### src/rtl/mc_control.sv
// Multi-cycle main control FSM for the extended MIPS datapath: Moore-decoded enables and mux selects.
// Optional feature macro JMXOR_EN enables the jmxor (funct 110010) JMXEXEC/JMXWB path.
module mc_control (
  input  logic       clk,
  input  logic       reset,
  input  logic [5:0] op,
  input  logic [5:0] funct,
  output logic       pcwrite,
  output logic       pcwritecond,
  output logic       iord,
  output logic       memread,
  output logic       memwrite,
  output logic       irwrite,
  output logic       regdst,
  output logic       regwrite,
  output logic       memtoreg,
  output logic       alusrca,
  output logic [1:0] alusrcb,
  output logic       immzx,
  output logic       aluop1,
  output logic       aluop0,
  output logic       jmxor,
  output logic [1:0] pcsource,
  output logic [3:0] state
);

  localparam logic [5:0] OP_RTYPE = 6'b000000;
  localparam logic [5:0] OP_LW    = 6'b100011;
  localparam logic [5:0] OP_SW    = 6'b101011;
  localparam logic [5:0] OP_BEQ   = 6'b000100;
  localparam logic [5:0] OP_J     = 6'b000010;
  localparam logic [5:0] OP_ORI   = 6'b001101;

  localparam logic [3:0] S_FETCH    = 4'd0;
  localparam logic [3:0] S_DECODE   = 4'd1;
  localparam logic [3:0] S_MEMADDR  = 4'd2;
  localparam logic [3:0] S_MEMREAD  = 4'd3;
  localparam logic [3:0] S_MEMWB    = 4'd4;
  localparam logic [3:0] S_MEMWRITE = 4'd5;
  localparam logic [3:0] S_RTEXEC   = 4'd6;
  localparam logic [3:0] S_RTWB     = 4'd7;
  localparam logic [3:0] S_BRANCH   = 4'd8;
  localparam logic [3:0] S_JUMP     = 4'd9;
  localparam logic [3:0] S_ORIEXEC  = 4'd10;
  localparam logic [3:0] S_ORIWB    = 4'd11;
`ifdef JMXOR_EN
  localparam logic [3:0] S_JMXEXEC  = 4'd12;
  localparam logic [3:0] S_JMXWB    = 4'd13;
  localparam logic [5:0] FN_JMXOR   = 6'b110010;
`else
  logic unused_funct;
  assign unused_funct = ^funct;
`endif

  logic [3:0] state_q;
  logic [3:0] next_state;

  assign state = state_q;

  // State register
  always_ff @(posedge clk or posedge reset) begin
    if (reset) state_q <= S_FETCH;
    else       state_q <= next_state;
  end

  // Next-state logic; op/funct only matter in DECODE and MEMADDR
  always_comb begin
    next_state = S_FETCH;
    case (state_q)
      S_FETCH:   next_state = S_DECODE;
      S_DECODE: begin
        case (op)
          OP_LW, OP_SW: next_state = S_MEMADDR;
          OP_RTYPE: begin
`ifdef JMXOR_EN
            next_state = (funct == FN_JMXOR) ? S_JMXEXEC : S_RTEXEC;
`else
            next_state = S_RTEXEC;
`endif
          end
          OP_BEQ:  next_state = S_BRANCH;
          OP_J:    next_state = S_JUMP;
          OP_ORI:  next_state = S_ORIEXEC;
          default: next_state = S_FETCH;
        endcase
      end
      S_MEMADDR: begin
        if (op == OP_LW)      next_state = S_MEMREAD;
        else if (op == OP_SW) next_state = S_MEMWRITE;
        else                  next_state = S_FETCH;
      end
      S_MEMREAD: next_state = S_MEMWB;
      S_RTEXEC:  next_state = S_RTWB;
      S_ORIEXEC: next_state = S_ORIWB;
`ifdef JMXOR_EN
      S_JMXEXEC: next_state = S_JMXWB;
`endif
      default:   next_state = S_FETCH;
    endcase
  end

  // Moore output decode; reset gates every output so nothing writes while it is held
  always_comb begin
    pcwrite     = 1'b0;
    pcwritecond = 1'b0;
    iord        = 1'b0;
    memread     = 1'b0;
    memwrite    = 1'b0;
    irwrite     = 1'b0;
    regdst      = 1'b0;
    regwrite    = 1'b0;
    memtoreg    = 1'b0;
    alusrca     = 1'b0;
    alusrcb     = 2'b00;
    immzx       = 1'b0;
    aluop1      = 1'b0;
    aluop0      = 1'b0;
    jmxor       = 1'b0;
    pcsource    = 2'b00;
    if (!reset) begin
      case (state_q)
        S_FETCH: begin
          memread = 1'b1; irwrite = 1'b1; pcwrite = 1'b1; alusrcb = 2'b01;
        end
        S_DECODE:   alusrcb = 2'b11;
        S_MEMADDR: begin
          alusrca = 1'b1; alusrcb = 2'b10;
        end
        S_MEMREAD: begin
          memread = 1'b1; iord = 1'b1;
        end
        S_MEMWB: begin
          regwrite = 1'b1; memtoreg = 1'b1;
        end
        S_MEMWRITE: begin
          memwrite = 1'b1; iord = 1'b1;
        end
        S_RTEXEC: begin
          alusrca = 1'b1; aluop1 = 1'b1;
        end
        S_RTWB: begin
          regwrite = 1'b1; regdst = 1'b1; aluop1 = 1'b1;
        end
        S_BRANCH: begin
          alusrca = 1'b1; aluop0 = 1'b1; pcwritecond = 1'b1; pcsource = 2'b01;
        end
        S_JUMP: begin
          pcwrite = 1'b1; pcsource = 2'b10;
        end
        S_ORIEXEC: begin
          alusrca = 1'b1; alusrcb = 2'b10; immzx = 1'b1; aluop1 = 1'b1; aluop0 = 1'b1;
        end
        S_ORIWB: begin
          regwrite = 1'b1; immzx = 1'b1; aluop1 = 1'b1; aluop0 = 1'b1;
        end
`ifdef JMXOR_EN
        S_JMXEXEC: begin
          alusrca = 1'b1; aluop1 = 1'b1; jmxor = 1'b1;
        end
        S_JMXWB: begin
          regwrite = 1'b1; regdst = 1'b1; aluop1 = 1'b1; jmxor = 1'b1;
          pcwrite = 1'b1; pcsource = 2'b11;
        end
`endif
        default: ;
      endcase
    end
  end

endmodule
### config.mk
export PLATFORM = sky130hd
export DESIGN_NAME = mc_control
export DESIGN_NICKNAME = d
export VERILOG_FILES = /design/src/rtl/mc_control.sv
export SDC_FILE = /design/constraint.sdc
export NUM_CORES = 1
export LEC_CHECK = 0
export CORE_UTILIZATION = 33
export DETAILED_ROUTE_END_ITERATION = 7
export PLACE_DENSITY = 0.86
export SYNTH_ARGS = -nofsm -noshare
export SYNTH_HDL_FRONTEND = slang
export SYNTH_SLANG_ARGS = --single-unit
export TNS_END_PERCENT = 5
### constraint.sdc
create_clock -name clk -period 1.6 [get_ports clk]
set_input_delay 0.32 -clock clk [delete_from_list [all_inputs] [get_ports clk]]
set_output_delay 0.32 -clock clk [all_outputs]
set_load 0.01 [all_outputs]
; ---- Word level (Yosys, flattened, before mapping)
; Cells that the tools add are included.
[totals]
register_bits = 4
latch_bits = 0
ram_bits = 0
rom_bits = 0
in_bits = 14
out_inout_bits = 22
wordCells = 63
n_memories = 0
[op_classes]
addsub = 0
n_mul = 0
div_mod_pow = 0
order_cmp = 0
eq_ne = 16
shifts = 0
muxes = 34
bitwise_logic = 0
n_reduce_logical = 12
[ops]
columns = op, count
row1 = 1-bit two-way mux, 26
row2 = 4-bit case mux with 6 select lines, 1
row3 = 4-bit case mux with 5 select lines, 1
row4 = 4-bit by 3-bit == test with 1-bit output (second input constant), 4
row5 = 4-bit == test (second input constant), 4
row6 = 6-bit == test (second input constant), 2
row7 = 2-bit OR reduction, 6
row8 = 4-bit by 2-bit == test with 1-bit output (second input constant), 2
row9 = 4-bit OR reduction, 2
row10 = 6-bit by 2-bit == test with 1-bit output (second input constant), 1
row11 = 6-bit by 3-bit == test with 1-bit output (second input constant), 1
row12 = 6-bit by 4-bit == test with 1-bit output (second input constant), 1
row13 = 6-bit zero test, 1
row14 = 3-bit two-way mux, 2
row15 = 2-bit case mux with 3 select lines, 1
row16 = 3-bit OR reduction, 2
row17 = 4-bit by 1-bit == test with 1-bit output (second input constant), 1
row18 = 4-bit zero test, 1
row19 = 2-bit two-way mux, 2
row20 = 2-bit case mux with 2 select lines, 1

; ---- Logic depth before layout (Yosys ltp)
; Gate-level depths: netlist of the first run.
[logic_depth]
ltp_word = 4
ltp_mapped = 5
ltp_nobuf = 4

; ---- Least setup slack after synthesis of the first run
; No wires, ideal clock.
[synth_path]
path_type = register to output
start = reg state_q[2], in the netlist state[2]
end = out pcsource[0]
arrival_ps = 1374
t_required_ps = 1280
setup_slack_ps = -94
stages_incl_launch_ff = 6
n_path_buf = 2
path_cell_list = dfrtp_1 -> buf_2 -> nor2_1 -> nand2_1 -> nor3_1 -> buf_4
[synth_between]
elab_chain_len = 3
word_cells_on_any_way = 4
classes_between = 2 x eq/ne / 2 x mux
[synth_rtl]
columns = item, line_no
row1 = start: declaration, 55  ; logic [3:0] state_q;
row2 = start signal: assignment, 63  ; else state_q <= next_state;
row3 = 4-bit == test, 121  ; case (state_q)
row4 = 2-bit case mux with 2 select lines (*), 121
row5 = 2-bit two-way mux (*), 120  ; if (!reset) begin
row6 = end: declaration, 23  ; output logic [1:0] pcsource,
; Mark *: on every way between the ends. The rest lies on a longest branch, timed or not.

; ---- Worst setup path in the final report of the first run
[layout_path]
start = reg state_q[3], in the netlist state[3]
end = out pcwrite
[layout_between]
elab_chain_len = 4
word_cells_on_any_way = 5
classes_between = 1 x eq/ne / 2 x mux / 2 x reduce/logical
[layout_rtl]
columns = item, line_no
row1 = 4-bit == test or 4-bit zero test (tied branches), 121
row2 = 2-bit OR reduction (no line) (*), --
row3 = 1-bit two-way mux (*), 121
row4 = 1-bit two-way mux (*), 120
row5 = end: declaration, 8  ; output logic pcwrite,
; Marked as above.

==> results of run 1 <==
-- worst min-delay path, cell delays in order --
cell	delay [ps]
dlygate4sd2_1	360
inv_1	140
buf_4	150
-- per-layer routing --
| metal | wire length, µm | vias up |
|---|---|---|
| met1 | 950 | 385 |
| met2 | 1250 | 43 |
| met5 | 0 | - |
| met3 | 132 | 4 |
| met4 | 21 | 0 |
| li1 | - | 370 |
-- per-stage QoR --
stage,hold WS (ps),instances
6_report,407,144
5_1_grt,416,144
4_1_cts,336,141
3_5_place_dp,710,132
3_3_place_gp,710,132
2_1_floorplan,96.7,68
-- path summary, 6_finish.rpt --
check	start	end	depth (start not counted)
worst max-delay path	state[3]	pcwrite	5
worst min-delay path	reset	state[0]	3
worst max register to register	state[2]	state[0]	6
worst min register to register	state[3]	state[2]	3
max in group asynchronous	reset	state[3]	3
min in group clk	state[3]	state[2]	3
-- layout make-up --
type / instances / area, µm² / share of cell area (%)
clock buffers: 3 / 22.5 / 2.02
inverters: 1 / 3.75 / 0.337
multi-input cells: 56 / 459 / 41.2
flip-flops and latches: 4 / 104 / 9.32
well taps: 15 / 18.8 / 1.68
repair buffers: 65 / 507 / 45.5
-- report_power, final --
group | leakage (nW) | internal [mW] | total, mW | switching [mW]
clock | 0.0138 | 0.0839 | 0.125 | 0.0411
combinational | 0.516 | 0.350 | 0.662 | 0.312
sequential | 0.0484 | 0.119 | 0.144 | 0.0250
total | 0.578 | 0.553 | 0.931 | 0.378
-- cells by family after synthesis --
logic type	Yosys count
buffers and inverters	8
AO/OA/AOI/OAI	14
flip-flops	4
XOR/XNOR	4
other	1
AND/OR/NAND/NOR	37
-- cells in the final DEF, fill, tap and decap left out, types with 3 or more instances in the layout --
| cell | instances |
|---|---|
| clkdlybuf4s50_1 | 6 |
| nor2_1 | 3 |
| nand2_1 | 5 |
| and3_1 | 3 |
| dlygate4sd2_1 | 5 |
| nor2_4 | 4 |
| clkbuf_4 | 3 |
| buf_4 | 31 |
| buf_2 | 12 |
| buf_6 | 7 |
| xor2_1 | 3 |
| dfrtp_2 | 3 |
-- repair_timing --
action	4_1_cts	5_1_grt
resized for setup	70	31
hold buffers	0	0
buffers inserted	6	3
pin swaps	2	5
setup endpoints to repair	21	19
==> impl_metrics.toml, run 1 <==
[grt]
met2_usage_pct = 52.0
grt_pass1_vias = 697
met3_usage_pct = 5.43
grt-busiest-layer = "met2"
grt_pass1_wl_um = 3010
grt_max_degree = 8
antenna_found_initial = 0
grt_usage_pct = 27.6
grt_util_met1_pct = 30.8
overflow = 0

[cells_and_area]
drive_above_1_share_pct = 62.0
largest_reg_flops = 4
area_growth_pct = 122
fill_cells = 74
final_design_area_no_fill_um2 = 1110
final_nets = 145
post-route-util_pct = 82.6
diodes = 0

[die]
dieHeight_um = 41.0
row_count = 13
dieArea_um2 = 1680
core-area_um2 = 1350
fp.dieW_um = 41.0
initial_core_util_pct = 37.2
ios = 36

[timing]
max_freq_mhz = 534
setup_ws_ps = -272
finClkSkew_ps = 1.69
rsz0062_at_grt = "yes"
finalSetupTns_ps = -1230
setup_violations = 15
fin_crit_sh_pct = 117
min_period_ps = 1870
drv_slew = 0
final_hold_viol_count = 0

[synthesis]
synth_commonest_cells = "nor2_1 (9), nand2_1 (6), dfrtp_1 (4)"
postSynthCellCount = 68
synthXorXnorAreaFrac_pct = 6.98
synth_seq_cells = 4
yosysMostFrequentCell = "nor2_1"
synthAdderAreaFrac_pct = 0
synth_cell_type_count = 36
synth.area.mux_share_pct = 0
synth_warnings = 0
synth_top_area_share_pct = 20.0
avgSynthCellArea_um2 = 7.38
synth_area_um2 = 502
synthSimpleGateAreaFrac_pct = 42.9
async_flop_share_pct = 100
synth_top_flop_cell = "dfrtp_1"
synth_edf_count = 0
yosysSeqAreaShare_pct = 20.0
synthTopCellsByArea = "dfrtp_1 (20%), nor2_1 (6.7%), xor2_1 (5.2%)"
synth_area_leader_cell = "dfrtp_1"
synth-compound-area-share_pct = 20.7
synth_top_family_by_area = "simple AND/OR/NAND/NOR gates"
syn_nets = 82

[pwr]
cellPowerDensity_nw_per_um2 = 835
irDropWorstVdd_v = 0.000420
total_power_uw = 931
p_leak_nw = 0.578

[routing]
drc = 0
vias_per_cell = 5.57
detail-route-antenna-nets = 0
routed_wl_um = 2360
drtPass1Iterations = 4
wire_per_inst_um = 16.4
num_vias = 802
drt_iter0_drc = 23

[placed_design]
dpl_cell_area_um2 = 976
port_buffers = 28
routabilityCongestion = 0.902
dp_hpwl_um = 1390
pre_cts_slack_ps = -644

[worst_setup_path]
critPathLaunchType = "register"
critical_path.top_delay_family = "buffers and inverters"
cp_cell_sequence = "buf_6 > buf_6 > xor2_1 > nor4_1 > buf_2"
rrSetupSlack_ps = 240
crit_path_max_incr_delay_ps = 430
required_ps = 1280
cp_max_fo = 4
critPathBufInv = 3
path_class = "register to primary output"
cp_common_cell = "buf_6"
arrival_ps = 1550
critPathCaptureType = "primary output"
slowest_stage = "dfrtp_2"

[clocking]
path_clk_slew_ps = 40
cts_buffers = 3
cts_buffer_depth = 2
insertion_delay_ps = 240
clockRootBuffer = "clkbuf_4"
cts_sinks = 4
htreeDepth = 1
cts_tree = "built"

[outcome]
status = "complete, but fails checks"
violations = "negative setup slack"

[flow_run]
drv_cap = 0

[hold_path]
hold_class = "primary input to asynchronous set/reset pin"
Power figures use the tool's default switching activity.
==> inputs of run 2 (changes only) <==
--- a/config.mk
+++ b/config.mk
@@ -7,7 +7,7 @@
 export LEC_CHECK = 0
 export CORE_UTILIZATION = 33
 export DETAILED_ROUTE_END_ITERATION = 7
-export PLACE_DENSITY = 0.86
+export PLACE_DENSITY = 0.8
 export SYNTH_ARGS = -nofsm -noshare
 export SYNTH_HDL_FRONTEND = slang
 export SYNTH_SLANG_ARGS = --single-unit
==> run 2 against run 1 <==
The flow still finishes with violations (negative setup slack). Die area unchanged. Via count rose by 12%. Critical path type unchanged. Sequential share of layout area fell by 0.14 points. Total power is 3.9% higher. Clock skew is 12 ps higher. Setup slack improved by 100 ps. Sequential power grew 12%. Largest power group unchanged. Utilization increased by 2.2 points.
==> impl_metrics.toml, run 2 (synthesis results as in run 1) <==
[routing]
drc = 0
routed_wl_um = 2590
drtPass1Iterations = 4
drt_iter0_drc = 44
wire_per_inst_um = 17.1
detail-route-antenna-nets = 0
num_vias = 895
vias_per_cell = 5.93

[clocking]
insertion_delay_ps = 250
path_clk_slew_ps = 50
cts_buffers = 3
cts_sinks = 4
clockRootBuffer = "clkbuf_4"
cts_buffer_depth = 2
htreeDepth = 1
cts_hold_buf = 0
cts_tree = "built"

[timing]
min_period_ps = 1770
final_hold_viol_count = 0
setup_ws_ps = -169
whs_ps = 375
rsz0062_at_grt = "yes"
max_freq_mhz = 565
setup_violations = 15
finClkSkew_ps = 13.4
fin_crit_sh_pct = 111
drv_slew = 0

[worst_setup_path]
critPathCaptureType = "primary output"
cp_common_cell = "buf_6"
arrival_ps = 1450
critPathLaunchType = "register"
cp_cell_sequence = "buf_6 > buf_6 > nor4_1 > buf_2"
rrSetupSlack_ps = 130
cp_max_fo = 5
slowest_stage = "dfrtp_2"
path_class = "register to primary output"
crit_path_max_incr_delay_ps = 450
required_ps = 1280

[cells_and_area]
largest_reg_flops = 4
final_common_cell = "buf_4"
area_growth_pct = 128
post-route-util_pct = 84.8
diodes = 0
final_cells = 151
final_cell_mix = "buf_4 (41), buf_2 (15), clkdlybuf4s50_1 (6)"
fill_cells = 78
drive_above_1_share_pct = 64.7
final_nets = 152

[grt]
grt_pass1_wl_um = 3640
overflow = 0
grt_pass1_vias = 801
grt_usage_pct = 33.2
antenna_found_initial = 0
grt_max_degree = 9

[pwr]
p_leak_nw = 0.614
cellPowerDensity_nw_per_um2 = 845
irDropWorstVdd_v = 0.000445

[die]
fp.dieW_um = 41.0
core-area_um2 = 1350
initial_core_util_pct = 37.2
dieHeight_um = 41.0
ios = 36
row_count = 13
dieArea_um2 = 1680

[hold_path]
hold_class = "primary input to asynchronous set/reset pin"

[outcome]
violations = "negative setup slack"
status = "complete, but fails checks"

[placed_design]
dp.cells = 135
dp_hpwl_um = 1400
port_buffers = 28
routabilityCongestion = 0.816

[flow_run]
drv_cap = 0
==> run 2: cell types whose count changed in the layout (fill, tap and decap cells not counted), sizes merged <==
cell	before	now
clkbuf	5	3
buf	50	59
==> run 2: metal layers <==
| layer | wire length [µm] | vias to the layer above | track usage [%] | share of wire, % |
|---|---|---|---|---|
| met5 | 0 | - | 0 | 0 |
| met4 | 138 | 0 | 24.2 | 5.3 |
| met3 | 223 | 21 | 10.9 | 8.6 |
| met2 | 1180 | 76 | 56.6 | 46 |
| met1 | 1040 | 408 | 33.1 | 40 |
| li1 | - | 390 | - | - |
==> run 2: critical path: cells and delay by family (launching register included) <==
family | cells | cell delay, ps
buffers and inverters | 3 | 460
AND/OR/NAND/NOR | 1 | 280
flip-flops | 1 | 450
==> run 2: layout make-up <==
| class | instances | area (µm²) | area share [%] |
|---|---|---|---|
| timing repair buffer | 72 | 543 | 47.4 |
| multi-input combinational | 56 | 452 | 39.5 |
| sequential | 4 | 105 | 9.18 |
| clock buffer | 3 | 22.5 | 1.97 |
| tap | 15 | 18.8 | 1.64 |
| inverter | 1 | 3.75 | 0.328 |
==> run 2: repair_timing <==
action / CTS / global route
buffers inserted: 13 / 0
setup endpoints to repair: 21 / 18
gates cloned: 0 / 0
resized for setup: 100 / 6
pin swaps: 9 / 3
endpoints found under the hold margin: 0 / 0
==> run 2: path summary, 6_finish.rpt <==
kind | startpoint | endpoint | depth (start not counted)
max in group asynchronous | reset | state[3] | 3
hold reg to reg | state[3] | state[2] | 4
setup / recovery | state[2] | alusrcb[0] | 4
hold / removal | reset | state[1] | 3
min in group clk | state[3] | state[2] | 4
setup reg to reg | state[0] | state[2] | 6
==> run 2: metrics by stage <==
stage               setup TNS (ps)  power, mW  setup WS (ps)  area [µm²]
floorplan                    -60.4      0.373          -52.4         507
finish                       -1300      0.967           -169        1140
global route                 -2060       1.02           -171        1140
global placement             -8140      0.672           -540         998
CTS                           -761      0.896           -100        1120
detailed placement           -8990      0.694           -610         998
==> run 2: where the power goes <==
group          internal (mW)  switching [mW]  total, mW
clock                 0.0845          0.0499      0.134
sequential             0.122          0.0398      0.161
combinational          0.367           0.305      0.672
